File: config.mk
export PLATFORM = sky130hd
export DESIGN_NAME = grf_wb_port
export DESIGN_NICKNAME = d
export VERILOG_FILES = /design/src/rtl/grf_wb_port_pkg.sv /design/src/rtl/grf_wb_port_trace_reg.sv /design/src/rtl/grf_wb_port.sv
export SDC_FILE = /design/constraint.sdc
export NUM_CORES = 2
export LEC_CHECK = 0
export ABC_AREA = 1
export CAP_MARGIN = 25
export CORE_ASPECT_RATIO = 1.1
export CORE_MARGIN = 2
export CORE_UTILIZATION = 45
export DETAILED_ROUTE_END_ITERATION = 12
export MAX_ROUTING_LAYER = met4
export PLACE_DENSITY_LB_ADDON = 0.1
export SYNTH_ARGS = -nofsm -noshare
export SYNTH_HDL_FRONTEND = slang
export SYNTH_SLANG_ARGS = --single-unit
File: constraint.sdc
create_clock -name clk -period 100.2 [get_ports clk]
set_input_delay 25.05 -clock clk [delete_from_list [all_inputs] [get_ports clk]]
set_output_delay 25.05 -clock clk [all_outputs]
set_load 0.02 [all_outputs]
File: src/rtl/grf_wb_port_pkg.sv
// Shared constants for the general register file and its writeback neighbours.
package grf_wb_port_pkg;

   // Register-address constants: hard-wired zero register and return-address register.
   localparam logic [4:0] R0 = 5'd0;
   localparam logic [4:0] RA = 5'd31;

   // Default geometry shared with the writeback mux and forwarding logic.
   localparam int unsigned GRF_AW = 5;
   localparam int unsigned GRF_DW = 32;

endpackage

File: src/rtl/grf_wb_port_trace_reg.sv
// Write-trace record and committed-write counter, updated once per committed write.
module grf_trace_reg
   import grf_wb_port_pkg::*;
#(
   parameter int unsigned AW = GRF_AW,
   parameter int unsigned DW = GRF_DW
) (
   input  logic          i_clk,
   input  logic          i_reset,
   input  logic          i_commit,
   input  logic [31:0]   i_pc,
   input  logic [AW-1:0] i_addr,
   input  logic [DW-1:0] i_data,
   output logic          o_trace_valid,
   output logic [31:0]   o_trace_pc,
   output logic [AW-1:0] o_trace_addr,
   output logic [DW-1:0] o_trace_data,
   output logic [31:0]   o_wr_count
);

   logic          r_valid;
   logic [31:0]   r_pc;
   logic [AW-1:0] r_addr;
   logic [DW-1:0] r_data;
   logic [31:0]   r_wr_count;

   // Capture the record on each commit; valid pulses only on commit edges, fields hold otherwise.
   always_ff @(posedge i_clk or posedge i_reset) begin
      if (i_reset) begin
         r_valid    <= 1'b0;
         r_pc       <= '0;
         r_addr     <= '0;
         r_data     <= '0;
         r_wr_count <= '0;
      end else begin
         r_valid <= i_commit;
         if (i_commit) begin
            r_pc       <= i_pc;
            r_addr     <= i_addr;
            r_data     <= i_data;
            r_wr_count <= r_wr_count + 32'd1; // wraps silently
         end
      end
   end

   assign o_trace_valid = r_valid;
   assign o_trace_pc    = r_pc;
   assign o_trace_addr  = r_addr;
   assign o_trace_data  = r_data;
   assign o_wr_count    = r_wr_count;

endmodule

File: src/rtl/grf_wb_port.sv
// 2^AW x DW general register file fed by the W-stage writeback path, with two
// combinational D-stage read ports, optional W-to-D bypass and a write trace.
module grf_wb_port
   import grf_wb_port_pkg::*;
#(
   parameter int unsigned AW     = GRF_AW,
   parameter int unsigned DW     = GRF_DW,
   parameter bit          BYPASS = 1'b1
) (
   input  logic          clk,
   input  logic          reset,
   input  logic          we,
   input  logic [AW-1:0] a3,
   input  logic [DW-1:0] wd,
   input  logic [31:0]   pc_W,
   input  logic [AW-1:0] a1,
   input  logic [AW-1:0] a2,
   output logic [DW-1:0] rd1,
   output logic [DW-1:0] rd2,
   output logic          trace_valid,
   output logic [31:0]   trace_pc,
   output logic [AW-1:0] trace_addr,
   output logic [DW-1:0] trace_data,
   output logic [31:0]   wr_count
);

   localparam int unsigned Depth = 2 ** AW;
   localparam logic [AW-1:0] ZeroAddr = AW'(R0);

   logic [DW-1:0] r_regs [Depth];
   logic          w_commit;
   logic [DW-1:0] w_rd1;
   logic [DW-1:0] w_rd2;

   // Writes to register 0 are dropped entirely: no array change, no trace, no count.
   assign w_commit = we && (a3 != ZeroAddr);

   // Register array; entry 0 is never written so it stays zero after reset.
   always_ff @(posedge clk or posedge reset) begin
      if (reset) begin
         for (int i = 0; i < Depth; i++) begin
            r_regs[i] <= '0;
         end
      end else if (w_commit) begin
         r_regs[a3] <= wd;
      end
   end

   // Read ports: array lookup, then same-cycle bypass, then register-0 forcing.
   always_comb begin
      w_rd1 = r_regs[a1];
      w_rd2 = r_regs[a2];
      if (BYPASS && w_commit && (a3 == a1)) begin
         w_rd1 = wd;
      end
      if (BYPASS && w_commit && (a3 == a2)) begin
         w_rd2 = wd;
      end
      if (a1 == ZeroAddr) begin
         w_rd1 = '0;
      end
      if (a2 == ZeroAddr) begin
         w_rd2 = '0;
      end
   end

   assign rd1 = w_rd1;
   assign rd2 = w_rd2;

   grf_trace_reg #(
      .AW (AW),
      .DW (DW)
   ) u_trace (
      .i_clk         (clk),
      .i_reset       (reset),
      .i_commit      (w_commit),
      .i_pc          (pc_W),
      .i_addr        (a3),
      .i_data        (wd),
      .o_trace_valid (trace_valid),
      .o_trace_pc    (trace_pc),
      .o_trace_addr  (trace_addr),
      .o_trace_data  (trace_data),
      .o_wr_count    (wr_count)
   );

endmodule

---- Yosys cells after proc, flatten, opt, wreduce, memory -nomap -nowiden ----
Index checks and enable logic that the tools add are counted.
word-level totals
  register bits after elaboration ......... 1126
  latch bits .............................. 0
  bits in writable memories ............... 0
  bits in read-only memories .............. 0
  input port bits ......................... 82
  output and inout bits ................... 166
  word-level logic and storage cells ...... 67
  memories ................................ 0
cells by class
  add/sub/neg operators ................... 1
  multipliers ............................. 0
  divide/modulo/power cells ............... 0
  magnitude comparators ................... 4
  eq/ne operators ......................... 2
  shifts and indexed selects .............. 0
  multiplexer cells ....................... 13
  bitwise logic cells ..................... 3
  reduce and logical (&&, ||, !) cells .... 7
operators by type and width
  cell                                                                          count
  1024-bit bitwise mux                                                          1
  32-bit binary-select mux with 5-bit select                                    2
  32-bit two-way mux                                                            9
  32-bit demux with 5-bit select                                                1
  32-bit by 1-bit adder with 32-bit output, second input constant               1
  6-bit greater-or-equal comparator, second input constant                      3
  5-bit NOT with 6-bit output                                                   3
  5-bit equality test                                                           2
  5-bit zero test                                                               2
  6-bit by 1-bit less-than comparator with 1-bit output, second input constant  1
  5-bit nonzero test                                                            1
  1-bit logical AND                                                             4

---- Longest topological paths before layout ----
  depth after elaboration ................. 6
  gate-level depth with buffers ........... 13
  mapped depth without buffers ............ 10

---- Cells and area by module ----
A second synthesis with hierarchy kept.
unflattened totals
  cell total of the unflattened synthesis .. 9198
  area, all modules ....................... 64350.5 sq um
modules (own cells, without submodules)
  module         times used  cells each  area an instance (sq um)  seq. area each (sq um)
  grf_wb_port    1           8838        60002.5                   25624.6
  grf_trace_reg  1           360         4347.9                    2552.4

---- Least setup slack after synthesis ----
OpenSTA, ideal clock, no wires.
  kind .................................... input -> output
  start ................................... in a2[0]
  end ..................................... out rd2[9]
  data arrival time ....................... 26.505 ns
  data required time ...................... 75.150 ns
  setup slack ............................. 48.645 ns
  stages on the path ...................... 11
  buffers on the path ..................... 4
  cell sequence ........................... buf_4 -> buf_4 -> buf_2 -> buf_2 -> o21ai_0 -> nand2_1 -> nand3_1 -> nand3_1 -> nand3_1 -> nand3_1 -> a21oi_1
on the way
  longest elaborated chain between the ends .. 6
  elaborated cells between the ends (all ways) .. 9
  those cells by class .................... eq/ne: 1; mux: 5; bitwise: 1; reduce/logical: 2
ends and longest elaborated chain
  what                                                   line               text
  start: declaration                                     grf_wb_port.sv:17  input logic [AW-1:0] a2,
  5-bit NOT with 6-bit output (implied by the code)      grf_wb_port.sv:52  w_rd2 = r_regs[a2];
  32-bit binary-select mux with 5-bit select             grf_wb_port.sv:52
  32-bit two-way mux (implied by the code) (2 in a row)  grf_wb_port.sv:52
  32-bit two-way mux                                     grf_wb_port.sv:56  if (BYPASS && w_commit && (a3 == a2)) begin
  32-bit two-way mux *                                   grf_wb_port.sv:62  if (a2 == ZeroAddr) begin
  end: declaration                                       grf_wb_port.sv:19  output logic [DW-1:0] rd2,
Every way passes the cells marked *; elsewhere a longest branch is shown, timed or not. The select of a mux whose other input is x is not followed.

---- Worst setup path after layout ----
  start ................................... in a1[0]
  end ..................................... out rd1[25]
on the way
  longest elaborated chain between the ends .. 6
  elaborated cells between the ends (all ways) .. 9
  those cells by class .................... eq/ne: 1; mux: 5; bitwise: 1; reduce/logical: 2
ends and longest elaborated chain
  what                                                   line               text
  start: declaration                                     grf_wb_port.sv:16  input logic [AW-1:0] a1,
  5-bit NOT with 6-bit output (implied by the code)      grf_wb_port.sv:51  w_rd1 = r_regs[a1];
  32-bit binary-select mux with 5-bit select             grf_wb_port.sv:51
  32-bit two-way mux (implied by the code) (2 in a row)  grf_wb_port.sv:51
  32-bit two-way mux                                     grf_wb_port.sv:53  if (BYPASS && w_commit && (a3 == a1)) begin
  32-bit two-way mux *                                   grf_wb_port.sv:59  if (a1 == ZeroAddr) begin
  end: declaration                                       grf_wb_port.sv:18  output logic [DW-1:0] rd1,
Marks and branches as above.

==> report_table.html <==
<table>
<tr><th>Metric</th><th>Value</th></tr>
<tr><th colspan="2">Outcome</th></tr>
<tr><td>Status</td><td>complete, no violations</td></tr>
<tr><th colspan="2">Synthesis</th></tr>
<tr><td>Commonest cells post-synth</td><td>sky130_fd_sc_hd__nand2_1, sky130_fd_sc_hd__o21ai_0, sky130_fd_sc_hd__dfrtp_1</td></tr>
<tr><td>Mean post-synth cell area</td><td>between 7 and 8 µm²</td></tr>
<tr><td>Count of yosys warnings during synthesis</td><td>0</td></tr>
<tr><td>Share of the synthesized area in the top cell type</td><td>0.4560</td></tr>
<tr><td>Proportion of synthesized flip-flops having asynchronous set or reset</td><td>1.000</td></tr>
<tr><td>Post-synthesis cell type with the largest combined area</td><td>sky130_fd_sc_hd__dfrtp_1</td></tr>
<tr><td>Top post-synthesis cells by area</td><td>sky130_fd_sc_hd__dfrtp_1, sky130_fd_sc_hd__nand2_1, sky130_fd_sc_hd__o21ai_0</td></tr>
<tr><td>Post-synthesis net count</td><td>~8500</td></tr>
<tr><td>Synthesis-stage register bit count</td><td>1126</td></tr>
<tr><td>Library cells used by synthesis</td><td>34</td></tr>
<tr><td>Gate Count Post-Synth</td><td>between 8000 and 9000</td></tr>
<tr><td>Post-synthesis instance area</td><td>between 0.06 and 0.07 mm²</td></tr>
<tr><td>Most repeated cell in the gate-level netlist after synthesis</td><td>sky130_fd_sc_hd__nand2_1</td></tr>
<tr><td>Post-synthesis sequential area ratio</td><td>0.4560</td></tr>
<tr><td>Top FF cell, synth</td><td>sky130_fd_sc_hd__dfrtp_1</td></tr>
<tr><td>Number of flops mapped to enable cells by yosys</td><td>0</td></tr>
<tr><th colspan="2">Global routing</th></tr>
<tr><td>Global-route congestion overflow total</td><td>0</td></tr>
<tr><td>Vias in the first global route</td><td>roughly 55000</td></tr>
<tr><td>Pin count of the biggest net entering global routing</td><td>276</td></tr>
<tr><td>Global Route Usage Sum</td><td>0.3536</td></tr>
<tr><td>Global-route wire length before repair</td><td>between 300000 and 400000 µm</td></tr>
<tr><td>Number of antenna violations at the first check in global routing</td><td>19</td></tr>
<tr><th colspan="2">Clock tree</th></tr>
<tr><td>Clock tree from TritonCTS</td><td>yes</td></tr>
<tr><td>Root buf cell</td><td>sky130_fd_sc_hd__clkbuf_16</td></tr>
<tr><td>Clock Latency Late Sink</td><td>approximately 0.76 ns</td></tr>
<tr><td>Total clock sinks</td><td>about 1100</td></tr>
<tr><td>Number of buffers created by CTS</td><td>~140</td></tr>
<tr><td>H-tree levels</td><td>4</td></tr>
<tr><td>Post-CTS Repair Setup Buffers</td><td>0</td></tr>
<tr><td>Maximum buffer depth of the clock tree</td><td>3</td></tr>
<tr><td>Clock transition at the register clock pins on the worst setup and hold paths after CTS</td><td>about 0.06 ns</td></tr>
<tr><td>Post-CTS sizing</td><td>0</td></tr>
<tr><td>Number of hold buffers added after CTS</td><td>0</td></tr>
<tr><th colspan="2">Worst setup path</th></tr>
<tr><td>Number of buffers and inverters on the critical path</td><td>5</td></tr>
<tr><td>Launch point of the worst reg-to-reg path</td><td>u_trace.o_wr_count[1]</td></tr>
<tr><td>CP delay by family, top</td><td>buffers and inverters</td></tr>
<tr><td>Cell at the slowest stage of the critical path</td><td>sky130_fd_sc_hd__buf_4</td></tr>
<tr><td>Required arrival time at the worst endpoint</td><td>between 70 and 80 ns</td></tr>
<tr><td>Number of cells on the worst reg-to-reg path</td><td>8</td></tr>
<tr><td>Worst setup path start</td><td>a1[0]</td></tr>
<tr><td>Ordered list of cells on the worst path</td><td>buf_8, buf_4, inv_2, buf_4, nand2_1, nand3_1, nand3_1, nand3_1, nand3_1, nand3_1, a21oi_1, clkdlybuf4s50_1</td></tr>
<tr><td>Worst path max stage delay</td><td>between 0.8 and 0.9 ns</td></tr>
<tr><td>Setup Crit Path Kind</td><td>in2out</td></tr>
<tr><td>Element type at the critical path end</td><td>output pin</td></tr>
<tr><td>Critical Path Source Type</td><td>primary input</td></tr>
<tr><td>Worst R2R End</td><td>u_trace.o_wr_count[28]</td></tr>
<tr><td>Worst endpoint data arrival time</td><td>29.88 ns</td></tr>
<tr><td>Maximum net fanout on the critical path</td><td>between 100 and 150</td></tr>
<tr><td>Crit path top cell by count</td><td>sky130_fd_sc_hd__nand3_1</td></tr>
<tr><td>Setup slack on the worst flop-to-flop path</td><td>approximately 98 ns</td></tr>
<tr><th colspan="2">Min path</th></tr>
<tr><td>Worst min-delay path endpoint</td><td>r_regs[1006]</td></tr>
<tr><td>Class of the worst hold path</td><td>reg2reg</td></tr>
<tr><td>Startpoint of the worst hold path</td><td>r_regs[1006]</td></tr>
<tr><td>Instance count along the most critical hold path</td><td>0</td></tr>
<tr><th colspan="2">Route</th></tr>
<tr><td>Number of remaining DRC errors</td><td>0</td></tr>
<tr><td>Number of search-and-repair iterations in the first detailed-routing pass</td><td>9</td></tr>
<tr><td>Number of DRC violations after detailed-routing iteration 0</td><td>7980</td></tr>
<tr><td>Final wirelength</td><td>about 240000 µm</td></tr>
<tr><td>WL per Instance</td><td>24.21 µm</td></tr>
<tr><td>Vias per inst</td><td>slightly below 6</td></tr>
<tr><td>Total number of vias</td><td>59354</td></tr>
<tr><td>Number of nets still failing antenna checks after routing</td><td>0</td></tr>
<tr><th colspan="2">Finish</th></tr>
<tr><td>Final instance count without filler cells</td><td>roughly 10000</td></tr>
<tr><td>Fill cell total of the finished layout</td><td>around 13000</td></tr>
<tr><td>Total Nets Final</td><td>~8000</td></tr>
<tr><td>Share of post-route cells with drive strength above 1</td><td>0.05642</td></tr>
<tr><td>Area growth from synthesis to layout</td><td>12.21%</td></tr>
<tr><th colspan="2">STA</th></tr>
<tr><td>Final cycle utilization of the critical path</td><td>0.5482</td></tr>
<tr><td>Worst clock skew</td><td>0.005115 ns</td></tr>
<tr><td>Tmin final</td><td>around 55 ns</td></tr>
<tr><td>Final Worst Setup Slack</td><td>about 45 ns</td></tr>
<tr><td>Worst-margin pin slew</td><td>between 1 and 1.5 ns</td></tr>
<tr><td>Final max-slew violation count</td><td>0</td></tr>
<tr><td>RSZ-0062 raised after global routing</td><td>no</td></tr>
<tr><td>Final count of negative-setup-slack endpoints</td><td>0</td></tr>
<tr><td>Setup TNS after final layout</td><td>0 ns</td></tr>
<tr><td>Final Hold Fails</td><td>0</td></tr>
<tr><td>Worst rel slew slack</td><td>0.1564</td></tr>
<tr><td>Highest clock frequency the design can meet</td><td>around 18 MHz</td></tr>
<tr><th colspan="2">Placed design</th></tr>
<tr><td>GPL Wtd Cong</td><td>between 0.8 and 0.9</td></tr>
<tr><td>HPWL after DPL</td><td>between 100000 and 150000 µm</td></tr>
<tr><td># placed instances</td><td>slightly below 10000</td></tr>
<tr><td>Pre-CTS setup slack</td><td>45.23 ns</td></tr>
<tr><td>Number of input and output port buffers inserted</td><td>247</td></tr>
<tr><th colspan="2">Power and ir drop</th></tr>
<tr><td>Pwr Density</td><td>about 20 mW/mm²</td></tr>
<tr><td>Total leakage power</td><td>31.89 nW</td></tr>
<tr><td>Max VDD drop</td><td>around 0.016 mV</td></tr>
<tr><th colspan="2">Floorplanning</th></tr>
<tr><td>IO Pins</td><td>about 250</td></tr>
<tr><td>Total die area</td><td>0.1403 mm²</td></tr>
<tr><td>Site Rows</td><td>142</td></tr>
<tr><td>Vertical extent of the die</td><td>392.7 µm</td></tr>
<tr><td>Effective utilization at floorplan</td><td>0.4535</td></tr>
<tr><td>Die width</td><td>about 360 µm</td></tr>
<tr><td>Core region area</td><td>0.1363 mm²</td></tr>
<tr><th colspan="2">Flow run</th></tr>
<tr><td>Number of violations of the max-capacitance limit</td><td>0</td></tr>
</table>
report_power, final:
group / switching [mW] / total [mW] / leakage, nW / internal (mW)
registers: 0.0519 / 0.587 / 14.5 / 0.535
logic: 0.175 / 0.273 / 15.2 / 0.0976
clock network: 0.202 / 0.501 / 2.23 / 0.299
total: 0.430 / 1.36 / 31.9 / 0.931
worst max path at each step:
stage          slack (ns)        end  cells after the start
5_1_grt             45.11    rd1[25]                     12
4_1_cts             45.23    rd1[15]                     14
6_report            45.27    rd1[25]                     12
3_3_place_gp        45.29    rd1[15]                     14
2_1_floorplan       43.44  r_regs[0]                      1
3_5_place_dp        45.23    rd1[15]                     14
kinds of logic (layout without fill, tap and decap cells):
| group | after synthesis | after routing | share of synthesized area |
|---|---|---|---|
| and+or+nand+nor | 3415 | 3415 | 0.2311 |
| xor gates and xnor gates | 38 | 38 | 0.005386 |
| other | 0 | 5 | 0 |
| AOI/OAI and AO/OA | 2357 | 2357 | 0.2132 |
| buffers and inverters | 1437 | 1270 | 0.09411 |
| adders and majority gates | 1 | 1 | 0.0002024 |
| DFF | 1126 | 1126 | 0.4560 |
metrics by stage:
| step | total power, mW | cell area (µm²) | util | hold WS (ns) |
|---|---|---|---|---|
| 6_report | 1.361 | 69340 | 0.5089 | 0.3811 |
| 5_1_grt | 1.432 | 69340 | 0.5088 | 0.3884 |
| 4_1_cts | 1.362 | 69050 | 0.5067 | 0.3804 |
| 3_5_place_dp | 0.8603 | 64560 | 0.4738 | 0.3680 |
| 2_1_floorplan | 0.7725 | 61800 | - | 0.4290 |
| 3_3_place_gp | 0.8519 | 64140 | 0.4707 | 0.3677 |
flip-flops by register name, indices dropped and copies added, names as in the netlist:
name                   count
u_trace.o_trace_data      32
r_regs                  1024
u_trace.o_trace_addr       5
u_trace.o_trace_pc        32
u_trace.o_trace_valid      1
u_trace.o_wr_count        32
area by class of cell:
class / instances / area [µm²] / share of cell area
Inverter: 653 / 2484 / 0.03582
Antenna cell: 5 / 12.51 / 0.0001804
Clock inverter: 40 / 369.1 / 0.005323
Sequential cell: 1126 / 28180 / 0.4063
Clock buffer: 200 / 4115 / 0.05934
Tap cell: 1800 / 2252 / 0.03248
Multi-Input combinational cell: 5811 / 27950 / 0.4030
Timing Repair Buffer: 377 / 3986 / 0.05749
per-layer routing:
metal | vias up | global-route usage | share of wire
met5 | - | - | 0
met4 | 0 | 0.1254 | 0.036
met3 | 515 | 0.07485 | 0.10
met2 | 3037 | 0.5289 | 0.44
met1 | 28498 | 0.4741 | 0.42
li1 | 27304 | - | -
cells in the final DEF (no fill, tap or decap), drive strengths merged, types with 3 or more instances in the layout:
cell type / Yosys / layout
clkinv: 2 / 34
clkbuf: 436 / 200
nand3: 865 / 865
clkinvlp: 0 / 3
o21ai: 1454 / 1454
o211ai: 548 / 548
or2: 42 / 42
xor2: 21 / 21
diode: 0 / 5
buf: 348 / 140
bufinv: 0 / 6
nor2: 235 / 235
clkdlybuf4s50: 0 / 237
nand4: 4 / 4
xnor2: 17 / 17
nor3: 26 / 26
nor4: 5 / 5
nand2: 2237 / 2237
a21oi: 351 / 351
dfrtp: 1126 / 1126
inv: 651 / 650
a211oi: 4 / 4
(Power assumes the default switching activity.)
